$ cat config.mk
export PLATFORM = sky130hd
export DESIGN_NAME = hls_run_controller
export DESIGN_NICKNAME = d
export VERILOG_FILES = /design/src/rtl/hls_run_controller.sv
export SDC_FILE = /design/constraint.sdc
export NUM_CORES = 1
export LEC_CHECK = 0
export BUFFER_PORTS_ARGS = -buffer_cell sky130_fd_sc_hd__buf_4
export CAP_MARGIN = 20
export CORE_AREA = 2 2 122 124
export DETAILED_ROUTE_END_ITERATION = 16
export DIE_AREA = 0 0 124 126
export HOLD_SLACK_MARGIN = 0.12
export PLACE_DENSITY = 0.85
export REMOVE_ABC_BUFFERS = 1
export SLEW_MARGIN = 20
export SYNTH_ARGS = -nofsm -noshare
export SYNTH_HDL_FRONTEND = slang
export SYNTH_SLANG_ARGS = --single-unit
$ cat constraint.sdc
create_clock -name clock -period 8.4 [get_ports clock]
set_input_delay 2.1 -clock clock [delete_from_list [all_inputs] [get_ports clock]]
set_output_delay 2.1 -clock clock [all_outputs]
set_load 0.02 [all_outputs]
$ cat src/rtl/hls_run_controller.sv
// Multi-run launcher/profiler for an HLS kernel using the start_port/done_port handshake.
// Define HLS_RUN_MINMAX_EN to build the min/max latency trackers; otherwise they read as 0.
module hls_run_controller #(
    parameter int unsigned CNT_W      = 32,
    parameter int unsigned RUNS_W     = 8,
    parameter int unsigned TIMEOUT    = 200000000,
    parameter int unsigned RST_CYCLES = 2
) (
    input  logic              clock,
    input  logic              reset,
    input  logic              cmd_start,
    input  logic [RUNS_W-1:0] cmd_runs,
    input  logic              cmd_abort,
    output logic              kernel_reset,
    output logic              kernel_start,
    input  logic              kernel_done,
    output logic              busy,
    output logic              res_valid,
    output logic [RUNS_W-1:0] run_idx,
    output logic [CNT_W-1:0]  run_cycles,
    output logic              batch_done,
    output logic              timed_out,
    output logic              aborted,
    output logic [CNT_W-1:0]  total_cycles,
    output logic [CNT_W-1:0]  min_cycles,
    output logic [CNT_W-1:0]  max_cycles
);

    localparam int unsigned RstW = (RST_CYCLES > 1) ? $clog2(RST_CYCLES) : 1;
    localparam logic [RstW-1:0]  RstLast    = RstW'(RST_CYCLES - 1);
    localparam logic [CNT_W-1:0] TimeoutVal = CNT_W'(TIMEOUT);
    localparam logic [CNT_W-1:0] CntMax     = '1;

    typedef enum logic [2:0] {StIdle, StKrst, StStart, StWait, StReport, StFinish} state_e;

    state_e            state;
    logic [RUNS_W-1:0] runs_q;
    logic [RstW-1:0]   rst_cnt;
    logic [CNT_W-1:0]  cnt;

    logic [CNT_W-1:0] cur_cycle;
    logic [CNT_W:0]   total_sum;
    logic             last_run;
    logic             accept;

    // cnt holds the cycles already spent in this run; cur_cycle counts the present one too
    assign cur_cycle = cnt + CNT_W'(1);
    assign total_sum = {1'b0, total_cycles} + {1'b0, run_cycles};
    assign last_run  = ({1'b0, run_idx} + (RUNS_W + 1)'(1)) >= {1'b0, runs_q};
    assign accept    = (state == StIdle) && cmd_start;

    always_ff @(posedge clock or negedge reset) begin
        if (!reset) begin
            state        <= StIdle;
            runs_q       <= '0;
            rst_cnt      <= '0;
            cnt          <= '0;
            kernel_reset <= 1'b0;
            kernel_start <= 1'b0;
            busy         <= 1'b0;
            res_valid    <= 1'b0;
            run_idx      <= '0;
            run_cycles   <= '0;
            batch_done   <= 1'b0;
            timed_out    <= 1'b0;
            aborted      <= 1'b0;
            total_cycles <= '0;
        end else begin
            res_valid    <= 1'b0;
            batch_done   <= 1'b0;
            kernel_start <= 1'b0;
            unique case (state)
                StIdle: begin
                    kernel_reset <= 1'b1;
                    busy         <= 1'b0;
                    if (cmd_start) begin
                        total_cycles <= '0;
                        timed_out    <= 1'b0;
                        aborted      <= 1'b0;
                        if (cmd_runs != '0) begin
                            runs_q       <= cmd_runs;
                            run_idx      <= '0;
                            rst_cnt      <= '0;
                            kernel_reset <= 1'b0;
                            busy         <= 1'b1;
                            state        <= StKrst;
                        end else begin
                            batch_done <= 1'b1;
                        end
                    end
                end
                StKrst: begin
                    if (cmd_abort) begin
                        aborted      <= 1'b1;
                        batch_done   <= 1'b1;
                        kernel_reset <= 1'b1;
                        state        <= StFinish;
                    end else if (rst_cnt == RstLast) begin
                        kernel_reset <= 1'b1;
                        kernel_start <= 1'b1;
                        state        <= StStart;
                    end else begin
                        rst_cnt <= rst_cnt + RstW'(1);
                    end
                end
                StStart: begin
                    cnt <= CNT_W'(1);
                    if (cmd_abort) begin
                        aborted    <= 1'b1;
                        batch_done <= 1'b1;
                        state      <= StFinish;
                    end else if (kernel_done) begin
                        run_cycles <= CNT_W'(1);
                        res_valid  <= 1'b1;
                        state      <= StReport;
                    end else begin
                        state <= StWait;
                    end
                end
                StWait: begin
                    cnt <= cur_cycle;
                    if (cmd_abort) begin
                        aborted    <= 1'b1;
                        batch_done <= 1'b1;
                        state      <= StFinish;
                    end else if (kernel_done) begin
                        run_cycles <= cur_cycle;
                        res_valid  <= 1'b1;
                        state      <= StReport;
                    end else if (cur_cycle == TimeoutVal) begin
                        timed_out  <= 1'b1;
                        run_cycles <= cur_cycle;
                        res_valid  <= 1'b1;
                        state      <= StReport;
                    end
                end
                StReport: begin
                    total_cycles <= total_sum[CNT_W] ? CntMax : total_sum[CNT_W-1:0];
                    if (timed_out || last_run) begin
                        batch_done <= 1'b1;
                        state      <= StFinish;
                    end else begin
                        run_idx      <= run_idx + RUNS_W'(1);
                        rst_cnt      <= '0;
                        kernel_reset <= 1'b0;
                        state        <= StKrst;
                    end
                end
                StFinish: begin
                    busy         <= 1'b0;
                    kernel_reset <= 1'b1;
                    state        <= StIdle;
                end
                default: state <= StIdle;
            endcase
        end
    end

`ifdef HLS_RUN_MINMAX_EN
    always_ff @(posedge clock or negedge reset) begin
        if (!reset) begin
            min_cycles <= '1;
            max_cycles <= '0;
        end else if (accept) begin
            min_cycles <= '1;
            max_cycles <= '0;
        end else if (state == StReport) begin
            if (run_cycles < min_cycles) min_cycles <= run_cycles;
            if (run_cycles > max_cycles) max_cycles <= run_cycles;
        end
    end
`else
    assign min_cycles = '0;
    assign max_cycles = '0;
`endif

endmodule

* Word level (Yosys, flattened, before mapping)
Cells that the tools add are included.
** Cells by class
- Add/sub/neg operators :: 5
- Eq/ne operators :: 19
- Magnitude comparators :: 1
- Reductions and logical operators :: 20
- Muxes and demuxes :: 59
** Operators with widths (count)
- 32-bit two-way mux :: 7
- 32-bit one-hot mux with 2 select lines :: 3
- 32-bit by 32-bit adder with 33-bit output :: 1
- 32-bit by 1-bit adder with 32-bit output (second input constant) :: 1
- 32-bit by 28-bit equality test with 1-bit output (second input constant) :: 1
- 3-bit two-way mux :: 10
- 1-bit two-way mux :: 27
- 8-bit two-way mux :: 3
- 2-bit inequality test (second input constant) :: 8
- 8-bit one-hot mux with 2 select lines :: 1
- 3-bit one-hot mux with 5 select lines :: 1
- 5-bit AND reduction :: 3
- 2-bit nonzero test :: 5
- 8-bit by 1-bit adder with 9-bit output (second input constant) :: 1
- 9-bit by 8-bit greater-or-equal comparator with 1-bit output :: 1
- 3-bit AND reduction :: 3
- 8-bit by 1-bit adder with 8-bit output (second input constant) :: 1
- 1-bit one-hot mux with 2 select lines :: 4
- 4-bit AND reduction :: 2
- 8-bit nonzero test :: 1
- 3-bit by 2-bit equality test with 1-bit output (second input constant) :: 2
- 3-bit equality test (second input constant) :: 2
- 3-bit inequality test (second input constant) :: 2
- 1-bit one-hot mux with 3 select lines :: 2
- other kinds (11) :: 12
** Word-level totals
- Input bits :: 13
- Word-level logic and storage cells :: 118
- Output and inout bits :: 143
- Register bits after elaboration :: 123

* Logic depth before layout (Yosys ltp)
- Word-level depth :: 6
- Depth in mapped cells :: 13
- Mapped depth without buffers :: 11

* Worst setup path after synthesis
No wires, ideal clock.
- Path kind :: in2reg
- Start point :: input cmd_abort
- End point :: register run_cycles[0]
- Buffers on the path :: 3
- Cell stages on the path :: 8
- Library setup time :: 0.125 ns
- Setup slack :: 4.698 ns
- Arrival :: 3.577 ns
- Cells stage by stage :: clkbuf_1 -> nor2_1 -> nand2_1 -> or4_4 -> o31a_1 -> buf_6 -> buf_6 -> mux2_4
** On the way
- Word-level cells in the longest chain between the ends :: 2
- Elaborated cells between the ends (all ways) :: 3
** Ends and longest elaborated chain
- from (decl) :: RTL line 13 : input logic cmd_abort,
- 2-bit inequality test (no line)
- 5-bit AND reduction (no line) (*)
- to (signal assigned) :: RTL line 127 : run_cycles <= cur_cycle;
- to (signal assigned) :: RTL line 132 : run_cycles <= cur_cycle;
- to (decl) :: RTL line 20 : output logic [CNT_W-1:0] run_cycles,
Every way passes the cells marked *; elsewhere a longest branch is shown, timed or not.
A chain may end at the register's enable or synchronous reset.

* Worst setup path in the final report
- Start point :: register cnt[8]
- End point :: register run_cycles[24]
** On the way
- Word-level cells in the longest chain between the ends :: 5
- Elaborated cells between the ends (all ways) :: 8
** Ends and longest elaborated chain
- from (decl) :: RTL line 39 : logic [CNT_W-1:0] cnt;
- from (signal assigned) :: RTL line 121 : cnt <= cur_cycle;
- 32-bit by 1-bit adder with 32-bit output (*) :: RTL line 47 : assign cur_cycle = cnt + CNT_W'(1);
- parallel branches: the longest is 4 deep, another holds 32-bit by 28-bit equality test with 1-bit output
Every way passes the cells marked *. The select of a mux whose other input is x is not followed.

==> impl_metrics.json <==
{
  "clock_sink_count": 123,
  "final.setup.tns_ns": 0,
  "startpoint_type": "flip-flop",
  "timing_hold_violations_final": 0,
  "mostFrequentLayoutCell": "sky130_fd_sc_hd__dfrtp_1",
  "vias_per_cell": 6.09,
  "power_switching_w": 0.00120,
  "cts_tree": "yes",
  "io-pin-count": 156,
  "ys_ff_latch": 123,
  "arrival_ns": 4.32,
  "final-setup-viol-count": 0,
  "worst_pin_slew_ns": 0.985,
  "worstSetupPathType": "reg2reg",
  "finalClockSkew_ns": 0.00669,
  "grt_start_max_net_pins": 77,
  "irDropWorstVdd_v": 0.000203,
  "critPathRequiredTime_ns": 8.71,
  "track_usage": 0.279,
  "area_growth_syn_to_layout_pct": 12.1,
  "initialDrtViolationCount": 620,
  "floorplan_die_height_um": 126,
  "internal_power_w": 0.00167,
  "drt_wl_total_um": 21000,
  "most_used_cells_in_the_layout_excluding_fill_and_tap_cells": "sky130_fd_sc_hd__dfrtp_1, sky130_fd_sc_hd__buf_4, sky130_fd_sc_hd__a21oi_1, sky130_fd_sc_hd__nand2_1, sky130_fd_sc_hd__conb_1",
  "cts_hold_buf": 0,
  "p_clk_frac": 0.247,
  "global_route.overflow_total": 0,
  "min_path_type": "reg2reg",
  "fin_hold_ws_ns": 0.498,
  "finalWeightedCongestion": 0.956,
  "setup_ws_ns": 4.39,
  "leakage_nw": 4.67,
  "maxCapViolCount": 0,
  "worst-path-max-fanout": 21,
  "post-cts-setup-buffers": 0,
  "first_pass_iters": 8,
  "power_density_nw_per_um2": 301,
  "synth-edff-count": 0,
  "share_seq_of_total_power": 0.322,
  "sw_ratio": 0.418,
  "relSlewSlack": 0.343,
  "cts_buffers": 17,
  "synth_top_flop_cell": "sky130_fd_sc_hd__dfrtp_1",
  "power.combinational.fraction": 0.431,
  "number_of_routed_nets_with_antenna_violations": 0,
  "clock_tree.root_cell": "sky130_fd_sc_hd__clkbuf_16",
  "critPathSlowestCell": "sky130_fd_sc_hd__or4_1",
  "cp_top_family": "simple AND/OR/NAND/NOR gates",
  "drc": 0,
  "placement_rows": 44,
  "max_freq_mhz": 250,
  "synth.lib_cells_used.distinct": 71,
  "clock_latency_on_the_worst_skew_pair_ns": 0.43,
  "synthesis.instances": 950,
  "cts-htree-levels": 4,
  "run_status": "completed",
  "io_buffer_count": 91,
  "preCtsSetupSlack_ns": 4.37,
  "cts_buffer_depth": 2,
  "dr_total_vias": 7341,
  "avgSynthCellArea_um2": 8.94,
  "n_fill_cell": 1186,
  "synth_warnings": 0,
  "floorplan.core_area_um2": 14300,
  "synth_sequential_area_ratio": 0.362,
  "finish.utilization": 0.665,
  "netlist_area_um2": 8500,
  "worstPathCellList": "and3_1 > nand4_1 > or4_1 > nor3b_1 > o2111ai_1 > or4_4 > o31a_1 > buf_4 > mux2_2",
  "num-nets-final": 1065,
  "fp.dieW_um": 124,
  "worstSetupEndpointType": "flip-flop",
  "routedWlPerCell_um": 17.4,
  "dieArea_um2": 15600,
  "post_cts_resize_count": 0,
  "post-dp-hpwl_um": 14700,
  "vias_in_the_first_global_route": 6980,
  "grt_pass1_wl_um": 34500,
  "finalWorstPathRequiredPeriod_ns": 4.01,
  "grt_antenna_before_repair": 0,
  "slew_viol_final": 0,
  "n_antenna_cell": 0,
  "crit_buf_inv": 1,
  "floorplan.initialDensity": 0.594,
  "cpPeakStageDelay_ns": 0.66,
  "multi_input_area_um2": 4850,
  "clkSlewWorstSetupHoldPaths_ns": 0.05,
  "async_reset_ff_frac": 1.00,
  "min_period_over_period": 0.477,
  "drive_above_1_share": 0.147,
  "area.sequential_um2": 3080,
  "unrepaired_setup_endpoints_after_global_routing": "no"
}
==> state kept, by name (all words and copies together), names as in the netlist <==
signal	cells
aborted	1
batch_done	1
busy	1
cnt	32
kernel_reset	1
kernel_start	1
res_valid	1
rst_cnt	1
run_cycles	32
run_idx	8
runs_q	8
state	3
timed_out	1
total_cycles	32
==> final cells by class <==
type | count | share of cell area
sequential | 123 | 0.323
timing repair buffer | 97 | 0.0764
multi-input combinational | 749 | 0.509
tap | 184 | 0.0242
inverter | 21 | 0.00828
clock inverter | 13 | 0.0134
clock buffer | 19 | 0.0454
==> synthesized netlist by cell type, types with 4 or more instances <==
master	n	area, µm²
sky130_fd_sc_hd__a211oi_1	6	45.0
sky130_fd_sc_hd__a21boi_0	4	30.0
sky130_fd_sc_hd__a21o_1	30	225
sky130_fd_sc_hd__a21oi_1	82	410
sky130_fd_sc_hd__a22o_1	29	254
sky130_fd_sc_hd__a31oi_1	29	181
sky130_fd_sc_hd__and2_1	9	56.3
sky130_fd_sc_hd__and3_1	17	106
sky130_fd_sc_hd__and4_1	7	61.3
sky130_fd_sc_hd__buf_2	10	50.1
sky130_fd_sc_hd__buf_4	69	518
sky130_fd_sc_hd__clkbuf_1	37	139
sky130_fd_sc_hd__dfrtp_1	123	3080
sky130_fd_sc_hd__ha_1	42	526
sky130_fd_sc_hd__inv_1	21	78.8
sky130_fd_sc_hd__mux2_2	5	56.3
sky130_fd_sc_hd__mux2_4	5	75.1
sky130_fd_sc_hd__mux2i_1	11	110
sky130_fd_sc_hd__nand2_1	77	289
sky130_fd_sc_hd__nand2b_1	6	37.5
sky130_fd_sc_hd__nand3_1	26	130
sky130_fd_sc_hd__nand4_1	15	93.8
sky130_fd_sc_hd__nor2_1	50	188
sky130_fd_sc_hd__nor3_1	23	115
sky130_fd_sc_hd__nor4_1	5	31.3
sky130_fd_sc_hd__o211ai_1	6	45.0
sky130_fd_sc_hd__o21a_1	10	75.1
sky130_fd_sc_hd__o21ai_0	57	285
sky130_fd_sc_hd__o22ai_1	4	25.0
sky130_fd_sc_hd__o2bb2ai_1	7	61.3
sky130_fd_sc_hd__or3_1	9	56.3
sky130_fd_sc_hd__xnor2_1	30	263
sky130_fd_sc_hd__xor2_1	28	245
==> worst register-to-register path: stages, from the launching register on <==
cell and delay (ns):
sky130_fd_sc_hd__dfrtp_1 0.58, sky130_fd_sc_hd__and3_1 0.27, sky130_fd_sc_hd__nand4_1 0.36, sky130_fd_sc_hd__or4_1 0.66, sky130_fd_sc_hd__nor3b_1 0.20, sky130_fd_sc_hd__o2111ai_1 0.22
sky130_fd_sc_hd__or4_4 0.18, sky130_fd_sc_hd__o31a_1 0.58, sky130_fd_sc_hd__buf_4 0.44, sky130_fd_sc_hd__mux2_2 0.39
==> through the flow <==
step | std cells | power, W | cell area [µm²]
final | 1206 | 0.00287 | 9530
after global routing | 1206 | 0.00305 | 9530
after CTS | 1206 | 0.00286 | 9530
after detailed placement | 1174 | 0.00215 | 8960
after global placement | 1174 | 0.00211 | 8960
after floorplan | 893 | 0.00173 | 8000
==> routing by layer <==
metal | share of wire | GRT usage | routed length, µm | up-vias
met5 | 0 | 0 | 0 | -
met4 | 0.022 | 0.0965 | 459 | 0
met3 | 0.063 | 0.0444 | 1330 | 35
met2 | 0.48 | 0.463 | 10200 | 291
met1 | 0.43 | 0.368 | 9080 | 3556
li1 | - | - | - | 3459
==> power groups by stage <==
stage | registers [W] | logic (W) | clock network (W)
after floorplan | 0.00102 | 0.000718 | 0
after global placement | 0.000922 | 0.00119 | 0
after detailed placement | 0.000928 | 0.00122 | 0
after CTS | 0.000921 | 0.00123 | 0.000708
after global routing | 0.000948 | 0.00137 | 0.000736
final | 0.000923 | 0.00123 | 0.000708
==> worst paths after layout <==
check,to,start,slack (ns),cells past startpoint
setup / recovery,run_cycles[24]$_DFFE_PN0P_,cnt[8]$_DFFE_PN0P_,4.39,9
hold / removal,kernel_reset$_DFFE_PN0P_,kernel_reset$_DFFE_PN0P_,0.50,1
setup reg to reg,run_cycles[24]$_DFFE_PN0P_,cnt[8]$_DFFE_PN0P_,4.39,9
hold reg to reg,kernel_reset$_DFFE_PN0P_,kernel_reset$_DFFE_PN0P_,0.50,1
max in group asynchronous,run_cycles[23]$_DFFE_PN0P_,reset,5.30,2
min in group asynchronous,runs_q[1]$_DFFE_PN0P_,reset,1.67,1
==> logic make-up after synthesis <==
| kind of cell | count (synthesis) | synth area share |
|---|---|---|
| AO/OA/AOI/OAI | 295 | 0.225 |
| AND/OR/NAND/NOR | 268 | 0.163 |
| buffers and inverters | 141 | 0.0960 |
| flip-flops | 123 | 0.362 |
| XOR/XNOR | 58 | 0.0598 |
| adder cells (fa/ha/maj) | 43 | 0.0642 |
| multiplexers | 21 | 0.0284 |
| other | 1 | 0.000441 |
Note: power is estimated with default switching activity, not from simulation.
